## src/rtl/ann_frame_pkg.sv

```systemverilog
// Shared types for the ANN input-frame loader: capture modes, FSM states and sample type.
package ann_frame_pkg;
  localparam int DATA_W = 10;

  typedef logic [DATA_W-1:0] sample_t;

  typedef enum logic [1:0] {
    MODE_STREAM  = 2'd0,
    MODE_PATTERN = 2'd1,
    MODE_ZERO    = 2'd2,
    MODE_HOLD    = 2'd3
  } mode_e;

  typedef enum logic [1:0] {
    ST_IDLE  = 2'd0,
    ST_FILL  = 2'd1,
    ST_READY = 2'd2,
    ST_ABORT = 2'd3
  } state_e;
endpackage

```

## src/rtl/frame_tick_timer.sv

```systemverilog
// Counts 1 s strobes while a stream fill is in progress and flags when the fill budget runs out.
module frame_tick_timer #(
  parameter int TIMEOUT_TICKS = 5,
  localparam int TW = $clog2(TIMEOUT_TICKS + 1)
) (
  input  logic clk,
  input  logic srst,
  input  logic clear,
  input  logic enable,
  input  logic tick,
  output logic expired
);
  localparam logic [TW-1:0] LIMIT = TW'(TIMEOUT_TICKS);

  logic [TW-1:0] tick_reg;

  always_ff @(posedge clk) begin
    if (srst || clear) begin
      tick_reg <= '0;
    end else if (enable && tick && tick_reg != LIMIT) begin
      tick_reg <= tick_reg + 1'b1;
    end
  end

  // Also true in the cycle the final strobe arrives, so the FSM can arbitrate it against a last sample.
  assign expired = (tick_reg == LIMIT) || (enable && tick && tick_reg == LIMIT - 1'b1);
endmodule

```

## src/rtl/ann_frame_loader.sv

```systemverilog
// Captures an ANN input frame from stream/pattern/zero/hold sources and presents it with targets.
module ann_frame_loader #(
  parameter int N_IN          = 30,
  parameter int DATA_W        = 10,
  parameter int N_OUT         = 3,
  parameter int PATTERN_VAL   = 200,
  parameter int TARGET_HI     = 1000,
  parameter int TIMEOUT_TICKS = 5,
  localparam int CNT_W = $clog2(N_IN + 1)
) (
  input  logic              Clock,
  input  logic              Rst,
  input  logic              Start,
  input  logic [1:0]        mode,
  input  logic              s_valid,
  input  logic [DATA_W-1:0] s_data,
  output logic              s_ready,
  input  logic              clock1sec,
  input  logic [N_OUT-1:0]  target_sel,
  output logic [DATA_W-1:0] frame_out [0:N_IN-1],
  output logic [DATA_W-1:0] target_out [N_OUT-1:0],
  output logic              frame_valid,
  input  logic              frame_ack,
  output logic [CNT_W-1:0]  count,
  output logic              timeout,
  output logic [1:0]        state
);
  import ann_frame_pkg::*;

  state_e            state_reg;
  logic [N_OUT-1:0]  tsel_q;
  logic [CNT_W-1:0]  count_reg;
  logic              s_ready_reg;
  logic              frame_valid_reg;
  logic              timeout_reg;
  logic              commit_reg;
  logic [DATA_W-1:0] shadow [0:N_IN-1];
  logic [DATA_W-1:0] frame_reg [0:N_IN-1];
  logic [DATA_W-1:0] target_reg [N_OUT-1:0];

  logic start_ok;
  logic accept;
  logic last;
  logic expired;

  assign start_ok = Start && (state_reg == ST_IDLE);
  assign accept   = s_valid && s_ready_reg;
  assign last     = accept && (count_reg == CNT_W'(N_IN - 1));

  frame_tick_timer #(.TIMEOUT_TICKS(TIMEOUT_TICKS)) u_timer (
    .clk     (Clock),
    .srst    (Rst),
    .clear   (start_ok),
    .enable  (state_reg == ST_FILL),
    .tick    (clock1sec),
    .expired (expired)
  );

  always_ff @(posedge Clock) begin
    if (Rst) begin
      state_reg       <= ST_IDLE;
      tsel_q          <= '0;
      count_reg       <= '0;
      s_ready_reg     <= 1'b0;
      frame_valid_reg <= 1'b0;
      timeout_reg     <= 1'b0;
      commit_reg      <= 1'b0;
      for (int i = 0; i < N_IN; i++) shadow[i] <= '0;
    end else begin
      timeout_reg <= 1'b0;
      commit_reg  <= 1'b0;
      if (commit_reg) frame_valid_reg <= 1'b1;
      case (state_reg)
        ST_IDLE: begin
          if (Start) begin
            tsel_q    <= target_sel;
            count_reg <= '0;
            case (mode_e'(mode))
              MODE_STREAM: begin
                state_reg   <= ST_FILL;
                s_ready_reg <= 1'b1;
              end
              MODE_PATTERN: begin
                for (int i = 0; i < N_IN; i++) shadow[i] <= DATA_W'(PATTERN_VAL);
                state_reg  <= ST_READY;
                commit_reg <= 1'b1;
              end
              MODE_ZERO: begin
                for (int i = 0; i < N_IN; i++) shadow[i] <= '0;
                state_reg  <= ST_READY;
                commit_reg <= 1'b1;
              end
              default: begin
                state_reg  <= ST_READY;
                commit_reg <= 1'b1;
              end
            endcase
          end
        end
        ST_FILL: begin
          if (accept) begin
            shadow[count_reg] <= s_data;
            count_reg         <= count_reg + 1'b1;
          end
          // A completing sample beats a timeout landing in the same cycle.
          if (last) begin
            state_reg   <= ST_READY;
            s_ready_reg <= 1'b0;
            commit_reg  <= 1'b1;
          end else if (expired) begin
            state_reg   <= ST_ABORT;
            s_ready_reg <= 1'b0;
            timeout_reg <= 1'b1;
          end
        end
        ST_READY: begin
          if (frame_valid_reg && frame_ack) begin
            state_reg       <= ST_IDLE;
            frame_valid_reg <= 1'b0;
          end
        end
        default: state_reg <= ST_IDLE;
      endcase
    end
  end

  for (genvar gi = 0; gi < N_IN; gi++) begin : g_frame
    always_ff @(posedge Clock) begin
      if (Rst) frame_reg[gi] <= '0;
      else if (commit_reg) frame_reg[gi] <= shadow[gi];
    end
    assign frame_out[gi] = frame_reg[gi];
  end

  for (genvar gi = 0; gi < N_OUT; gi++) begin : g_target
    always_ff @(posedge Clock) begin
      if (Rst) target_reg[gi] <= '0;
      else if (commit_reg) target_reg[gi] <= tsel_q[gi] ? DATA_W'(TARGET_HI) : '0;
    end
    assign target_out[gi] = target_reg[gi];
  end

  assign s_ready     = s_ready_reg;
  assign frame_valid = frame_valid_reg;
  assign count       = count_reg;
  assign timeout     = timeout_reg;
  assign state       = state_reg;
endmodule

```

## config.mk

```make
export PLATFORM = sky130hd
export DESIGN_NAME = ann_frame_loader
export DESIGN_NICKNAME = d
export VERILOG_FILES = /design/src/rtl/ann_frame_pkg.sv /design/src/rtl/frame_tick_timer.sv /design/src/rtl/ann_frame_loader.sv
export SDC_FILE = /design/constraint.sdc
export NUM_CORES = 1
export LEC_CHECK = 0
export ABC_AREA = 1
export CAP_MARGIN = 20
export CORE_MARGIN = 4
export CORE_UTILIZATION = 35
export DETAILED_ROUTE_END_ITERATION = 8
export HOLD_SLACK_MARGIN = 0.05
export PLACE_DENSITY = 0.61
export SYNTH_ARGS = -nofsm -noshare
export SYNTH_HDL_FRONTEND = slang
export SYNTH_HIERARCHICAL = 1
export SYNTH_SLANG_ARGS = --single-unit
```

## constraint.sdc

```tcl
create_clock -name Clock -period 5.9 [get_ports Clock]
set_input_delay 1.77 -clock Clock [delete_from_list [all_inputs] [get_ports Clock]]
set_output_delay 1.77 -clock Clock [all_outputs]
set_load 0.01 [all_outputs]
```

==> results of run 1 <==
==> path summary, 6_finish.rpt <==
check,startpoint,endpoint,slack [ps]
worst max-delay path,Rst,shadow[22][0],1790
worst min-delay path,tsel_q[0],tsel_q[0],460
worst max register to register,state[1],shadow[4][0],3230
worst min register to register,tsel_q[0],tsel_q[0],460
==> worst max-delay path, stage by stage <==
cell and delay [ps]:
clkdlybuf4s50_1 670, inv_1 370, nand2_4 150, nor2_4 520, nand2_1 380, nand3_1 480
==> power groups by stage <==
| stage | combinational, mW | sequential (mW) | clock [mW] |
|---|---|---|---|
| 2_1_floorplan | 0.310 | 5.45 | 0 |
| 3_3_place_gp | 0.869 | 5.40 | 0 |
| 3_5_place_dp | 0.883 | 5.40 | 0 |
| 4_1_cts | 0.889 | 5.31 | 3.70 |
| 5_1_grt | 0.949 | 5.33 | 3.90 |
| 6_report | 0.877 | 5.30 | 3.63 |
==> metrics by stage <==
| step | worst slack [ps] | cells | power [mW] | instance area, um2 | hold slack (ps) |
|---|---|---|---|---|---|
| after floorplan | 1100 | 1879 | 5.76 | 23700 | 430 |
| after global placement | 1320 | 2992 | 6.27 | 27900 | 449 |
| after detailed placement | 1220 | 2993 | 6.28 | 27900 | 454 |
| after CTS | 1860 | 3104 | 9.90 | 29800 | 463 |
| after global routing | 1690 | 3104 | 10.2 | 29800 | 488 |
| final | 1790 | 3104 | 9.81 | 29800 | 462 |
==> synth_stat cells (all sizes together) <==
cell type    n  share of area, %
a31oi        3              0.14
edfxtp     603                77
a21oi        8              0.17
ha           7              0.37
inv        339               5.4
or2          1             0.027
o21ai       97               2.1
nor3         9              0.23
nor2       540               8.8
clkbuf      74               1.2
nand3b       1             0.032
conb         1             0.016
xor2         2             0.074
a211oi       2             0.064
buf         56               1.5
nand3       17              0.38
nand2       91               1.5
dfxtp       17               1.4
==> cell families after synthesis <==
family / Yosys count / synth area share (%)
flip-flops: 620 / 78.1
AO/OA/AOI/OAI: 110 / 2.43
XOR/XNOR: 2 / 0.0742
adder cells (fa/ha/maj): 7 / 0.371
AND/OR/NAND/NOR: 659 / 11.0
buffers and inverters: 469 / 8.05
other: 1 / 0.0159
==> metal layers <==
metal  vias up  track usage [%]  share of wire (%)
li1       6603                -                  -
met1      6893             21.0                 42
met2       587             26.2                 48
met3       102             3.52                7.5
met4         0             4.05                2.3
met5         -                0                  0
==> layout make-up <==
class / instances / area, um2 / share of cell area (%)
clock inverters: 28 / 225 / 0.755
repair buffers: 380 / 3820 / 12.8
well taps: 864 / 1080 / 3.63
flip-flops and latches: 620 / 18400 / 61.9
multi-input cells: 790 / 3320 / 11.2
inverters: 339 / 1270 / 4.27
clock buffers: 83 / 1640 / 5.49
==> summary.txt, run 1 <==
Worst Setup End Kind: flip-flop
power share of the clock group: 37.0%
flops & latches, synth: 620
vias in the first global route: 14314
worst r2r path cells: 8
fmax: 243 MHz
cell internal pwr: 7.57 mW
WS Path Type: in2reg
Die Height: 268 um
Reg clk slew, reported paths: 60 ps
Net Sw Power: 2.24 mW
Sinks on Clock Net: 620
vias: 14185
sw frac: 22.8%
most frequent cells in the layout: edfxtp_1 (603), nor2_1 (533), clkdlybuf4s50_1 (348)
Placer Congestion: 0.756
# diodes: 0
Port Buffers: 348
# rows: 94
CP arrival: 4340 ps
first-pass GRT wire length: 85.2 mm
nets: 2218
CTS hold repair buffers: 0
initial DRC count: 1232
Startpoint Class: primary input
Initial Utilization: 35.6%
clock latency on the worst-skew pair: 600 ps
drt pass-1 iters: 5
RSZ-0062 raised after global routing: no
total CTS buffers: 59
H-tree depth: 2
cell count after synthesis: 1868
core area: 66300 um2
grt ovf: 0
setup bufs post-CTS: 0
Logic pwr share: 8.9%
clock buffer depth: 3
clock skew: 21.2 ps
Total GRT Usage: 15.7%
fill cell total of the finished layout: 5915
P&R area growth vs syn: 26.2%
post-synthesis sequential area ratio: 78.1%
Synth Area per Inst: 12.6 um2
fin crit share: 69.6%
final setup fails: 0
synth warn: 6
CP max FO: 12
vias per cell: 4.57
Leakage Power: 11.6 nW
max cap viols: 0
io pins: 361
WP data required: 6130 ps
Syn Std Cell Area: 23600 um2
layout cells sized above 1: 6.56%
final slew viol count: 0
Hold Path Stages: 2
commonest non-fill, non-tap cell in the layout: edfxtp_1
fin crit period: 4110 ps
slew margin rel.: 27.3%
TritonCTS clock tree: built
worst vdd ir: 0.000215 V
sequential power share: 54.1%
Total Neg Setup Slack: 0 ps
outcome: complete, no violations
Die ar.: 71700 um2
post-route ant nets: 0
Tightest Hold Check Type: reg2reg
Pwr Density: 329 nW/um2
largest net degree at the start of global routing: 63
final hold vios: 0
DRC viols: 0
Die Width: 268 um
average wire per standard cell: 18.6 um
initial antenna violation count: 0
Finished Core Util: 44.9%
CTS Root Buffer Type: clkbuf_16
Worst Tran Pin Value: 1090 ps
Synth cell types: 28
HPWL after DPL: 37.3 mm
CTS resizes: 0
drt total wl: 57.7 mm
(Power assumes the default switching activity.)
==> inputs of run 2 (changes only) <==
- PLACE_DENSITY: 0.61 -> 0.59
- clock period: 5.9 -> 4.2 ns (I/O delays scaled with it)
==> summary.txt, run 2 (same netlist as run 1, synthesis figures left out) <==
P&R area growth vs syn: 27.5%
TritonCTS clock tree: built
Reg clk slew, reported paths: 60 ps
vias: 14159
final hold vios: 0
Die Height: 268 um
Post-Layout Inst Area: 30100 um2
Leakage Power: 11.7 nW
Port Buffers: 348
Tightest Hold Check Type: reg2reg
first-pass GRT wire length: 88.0 mm
layout cells sized above 1: 6.91%
dpl cells: 2983
vias per cell: 4.56
Worst Setup End Kind: flip-flop
Die ar.: 71700 um2
fmax: 311 MHz
fin crit period: 3210 ps
final setup fails: 0
# diodes: 0
nets: 2218
Placer Congestion: 0.740
average wire per standard cell: 19.3 um
RSZ-0062 raised after global routing: no
FF/Latch Area: 18400 um2
worst vdd ir: 0.000223 V
clock latency on the worst-skew pair: 590 ps
worst hold path startpoint: tsel_q[2]
Worst Tran Pin Value: 1140 ps
core area: 66300 um2
Sinks on Clock Net: 620
commonest non-fill, non-tap cell in the layout: edfxtp_1
initial DRC count: 1213
area of the multi-input gates: 3330 um2
slew margin rel.: 23.7%
HPWL after DPL: 38.1 mm
fill cell total of the finished layout: 5975
WP data required: 4410 ps
H-tree depth: 3
reg2reg start: count[4]
# rows: 94
WS Path Type: in2reg
CP arrival: 3430 ps
vias in the first global route: 14271
Worst Setup SP: s_valid
drt pass-1 iters: 5
Total GRT Usage: 16.5%
Initial Utilization: 35.6%
max cap viols: 0
largest net degree at the start of global routing: 88
Total Neg Setup Slack: 0 ps
initial antenna violation count: 0
CP max FO: 12
post-route ant nets: 0
setup bufs post-CTS: 0
drt total wl: 60.1 mm
CTS Root Buffer Type: clkbuf_16
Pwr Density: 487 nW/um2
placed cell areas: 27900 um2
total power: 14.7 mW
io pins: 361
fin crit share: 76.5%
outcome: complete, no violations
most frequent cells in the layout: edfxtp_1 (603), nor2_1 (533), clkdlybuf4s50_1 (348)
Reg2Reg Setup Slack: 1570 ps
clock skew: 24.5 ps
clock buffer depth: 3
CTS hold repair buffers: 0
CTS resizes: 0
Startpoint Class: primary input
Die Width: 268 um
final slew viol count: 0
DRC viols: 0
total CTS buffers: 68
Layout Cells excl Fill: 3106
grt ovf: 0
==> run 2: cell types whose count changed in the layout (fill, tap and decap cells not counted), moves of 2 or more <==
| cell | change |
|---|---|
| clkbuf_16 | +11 |
| buf_4 | -9 |
| inv_6 | +5 |
| clkinv_8 | +2 |
| clkbuf_8 | -5 |
| clkbuf_1 | -6 |
| bufinv_16 | +5 |
==> run 2: area by class of cell <==
| cell class | instances | share of cell area (%) |
|---|---|---|
| flip-flops and latches | 620 | 61.2 |
| inverters | 339 | 4.22 |
| repair buffers | 371 | 12.4 |
| clock buffers | 83 | 6.05 |
| multi-input cells | 790 | 11.1 |
| well taps | 864 | 3.59 |
| clock inverters | 39 | 1.41 |
==> run 2: metrics by stage <==
stage,utilization (%),setup slack [ps],hold WS [ps]
2_1_floorplan,-,43.4,430
3_3_place_gp,42.0,370,447
3_5_place_dp,42.0,324,456
4_1_cts,45.4,944,465
5_1_grt,45.4,842,487
6_report,45.4,985,466
==> run 2: final timing paths <==
| kind | cells past startpoint | end |
|---|---|---|
| setup reg to reg | 4 | shadow[18][8] |
| hold / removal | 2 | tsel_q[2] |
| hold reg to reg | 2 | tsel_q[2] |
| setup / recovery | 7 | shadow[18][8] |
==> run 2: worst max-delay path, cell delays in order <==
cell	delay [ps]
clkdlybuf4s50_1	460
nand2_1	120
nor2_4	160
nand2_4	100
nor2_4	450
nand2_1	380
nand3_1	490
==> run 2: metal layers <==
layer	track usage, %	share of wire [%]	up-vias
met2	27.0	48	527
met4	4.63	1.8	0
met3	3.81	7.1	67
met5	0	0	-
met1	22.3	43	6946
li1	-	-	6619
==> run 2: report_power, final <==
part	total (mW)	switching (mW)	internal, mW
clock network	5.99	2.44	3.55
registers	7.46	0.170	7.29
logic	1.23	0.735	0.490
total	14.7	3.34	11.3
==> inputs of run 3 (changes only) <==
- PLACE_DENSITY: 0.59 -> 0.61
- clock period: 4.2 -> 2.6 ns (I/O delays scaled with it)
==> summary.txt, run 3 (same netlist as run 1, synthesis figures left out) <==
outcome: complete, no violations
vias in the first global route: 14780
TritonCTS clock tree: built
WP data required: 1820 ps
Sinks on Clock Net: 620
RSZ-0062 raised after global routing: no
sequential power share: 51.5%
H-tree depth: 3
fin crit period: 2490 ps
Port Buffers: 348
area of the multi-input gates: 3320 um2
Leakage Power: 12.4 nW
layout cells sized above 1: 11.2%
worst vdd ir: 0.000401 V
vias per cell: 4.49
total CTS buffers: 66
Final WS setup: 113 ps
CTS Root Buffer Type: clkbuf_16
cell family with most CP delay: buffers and inverters
Worst Setup End Kind: output pin
fmax: 402 MHz
average wire per standard cell: 18.4 um
Buf/Inv on CP: 1
clock skew: 24.3 ps
clock latency on the worst-skew pair: 590 ps
power share of the clock group: 39.0%
Setup crit end: count[2]
commonest non-fill, non-tap cell in the layout: edfxtp_1
core area: 66300 um2
FF/Latch Area: 18400 um2
HPWL after DPL: 40.6 mm
drt pass-1 iters: 5
final setup fails: 0
vias: 14494
io pins: 361
P&R area growth vs syn: 32.5%
fin crit share: 95.6%
Total GRT Usage: 16.3%
grt ovf: 0
Worst Setup SP: count[2]
slew margin rel.: 66.8%
Startpoint Class: flip-flop
CP max FO: 7
sw frac: 22.6%
# rows: 94
Die Width: 268 um
post-route ant nets: 0
initial DRC count: 1241
max cap viols: 0
Post-Layout Inst Area: 31300 um2
initial antenna violation count: 4
CTS hold repair buffers: 0
nets: 2337
clock buffer depth: 3
Setup WS pre-CTS: -59.6 ps
crit path cell chain: clkdlybuf4s50_1
Die ar.: 71700 um2
Net Sw Power: 5.29 mW
RR Endpoint: shadow[6][5]
Placer Congestion: 0.801
Die Height: 268 um
CP arrival: 1710 ps
largest net degree at the start of global routing: 53
Initial Utilization: 35.6%
Reg clk slew, reported paths: 60 ps
CP max stage cell: clkdlybuf4s50_1
worst r2r path cells: 9
fill cell total of the finished layout: 5858
first-pass GRT wire length: 87.5 mm
Logic pwr share: 9.5%
CP max stage delay: 650 ps
placed cell areas: 29200 um2
reg2reg start: state[1]
Pwr Density: 747 nW/um2
DRC viols: 0
Tightest Hold Check Type: reg2reg
final slew viol count: 0
most frequent cells in the layout: edfxtp_1 (603), nor2_1 (533), clkdlybuf4s50_1 (347)
Worst Tran Pin Value: 495 ps
drt total wl: 59.5 mm
WS Path Type: reg2out
final hold vios: 0
Critical Path Stages: 1
cell internal pwr: 18.1 mW
Reg2Reg Setup Slack: 720 ps
## run 3: cell types whose count changed in the layout (fill, tap and decap cells not counted), moves of 2 or more
cell	previous run	this run
diode_2	0	2
clkinv_2	11	8
clkbuf_16	71	66
buf_4	15	103
buf_12	7	41
clkinvlp_4	4	2
clkinv_1	7	12
clkbuf_1	12	15
## run 3: final cells by class
cell class | count | share of cell area [%]
timing repair buffer | 492 | 16.2
antenna | 2 | 0.0160
tap | 864 | 3.45
inverter | 339 | 4.06
multi-input combinational | 790 | 10.6
clock inverter | 38 | 1.26
clock buffer | 81 | 5.45
sequential | 620 | 58.9
## run 3: worst min-delay path by stage
| stage | from | to | slack [ps] | cells after the start |
|---|---|---|---|---|
| 2_1_floorplan | tsel_q[0] | tsel_q[0] | 430 | 2 |
| 5_1_grt | tsel_q[1] | tsel_q[1] | 490 | 2 |
| 4_1_cts | tsel_q[1] | tsel_q[1] | 460 | 2 |
| 3_5_place_dp | tsel_q[1] | tsel_q[1] | 450 | 2 |
| 3_3_place_gp | tsel_q[2] | tsel_q[2] | 440 | 2 |
| 6_report | tsel_q[1] | tsel_q[1] | 460 | 2 |
## run 3: stage by stage
step / cells / utilization, % / TNS [ps] / hold WS, ps / total power [mW]
global placement: 3105 / 44.0 / -9910 / 438 / 14.5
finish: 3226 / 47.2 / 0 / 460 / 23.4
detailed placement: 3105 / 44.0 / -10540 / 450 / 14.5
floorplan: 1879 / - / -289540 / 430 / 13.1
CTS: 3224 / 47.2 / 0 / 459 / 23.6
global route: 3226 / 47.2 / 0 / 492 / 24.2
## run 3: power groups by stage
stage	Clock [mW]	Combinational, mW	Sequential (mW)
after detailed placement	0	2.23	12.3
after floorplan	0	0.707	12.4
after global placement	0	2.20	12.2
after CTS	9.33	2.24	12.1
final	9.12	2.21	12.0
after global routing	9.76	2.38	12.1
## run 3: what timing repair did
action | 4_1_cts | 5_1_grt
buffers inserted | 0 | 0
resized for setup | 1 | 0
setup endpoints to repair | 1 | 0
## run 3: layer usage
metal	track usage, %	wire [um]	vias to the layer above
li1	-	-	6860
met1	21.6	25100	6946
met2	26.3	28000	568
met3	4.16	4650	116
met4	5.64	1750	4
met5	0	30	-
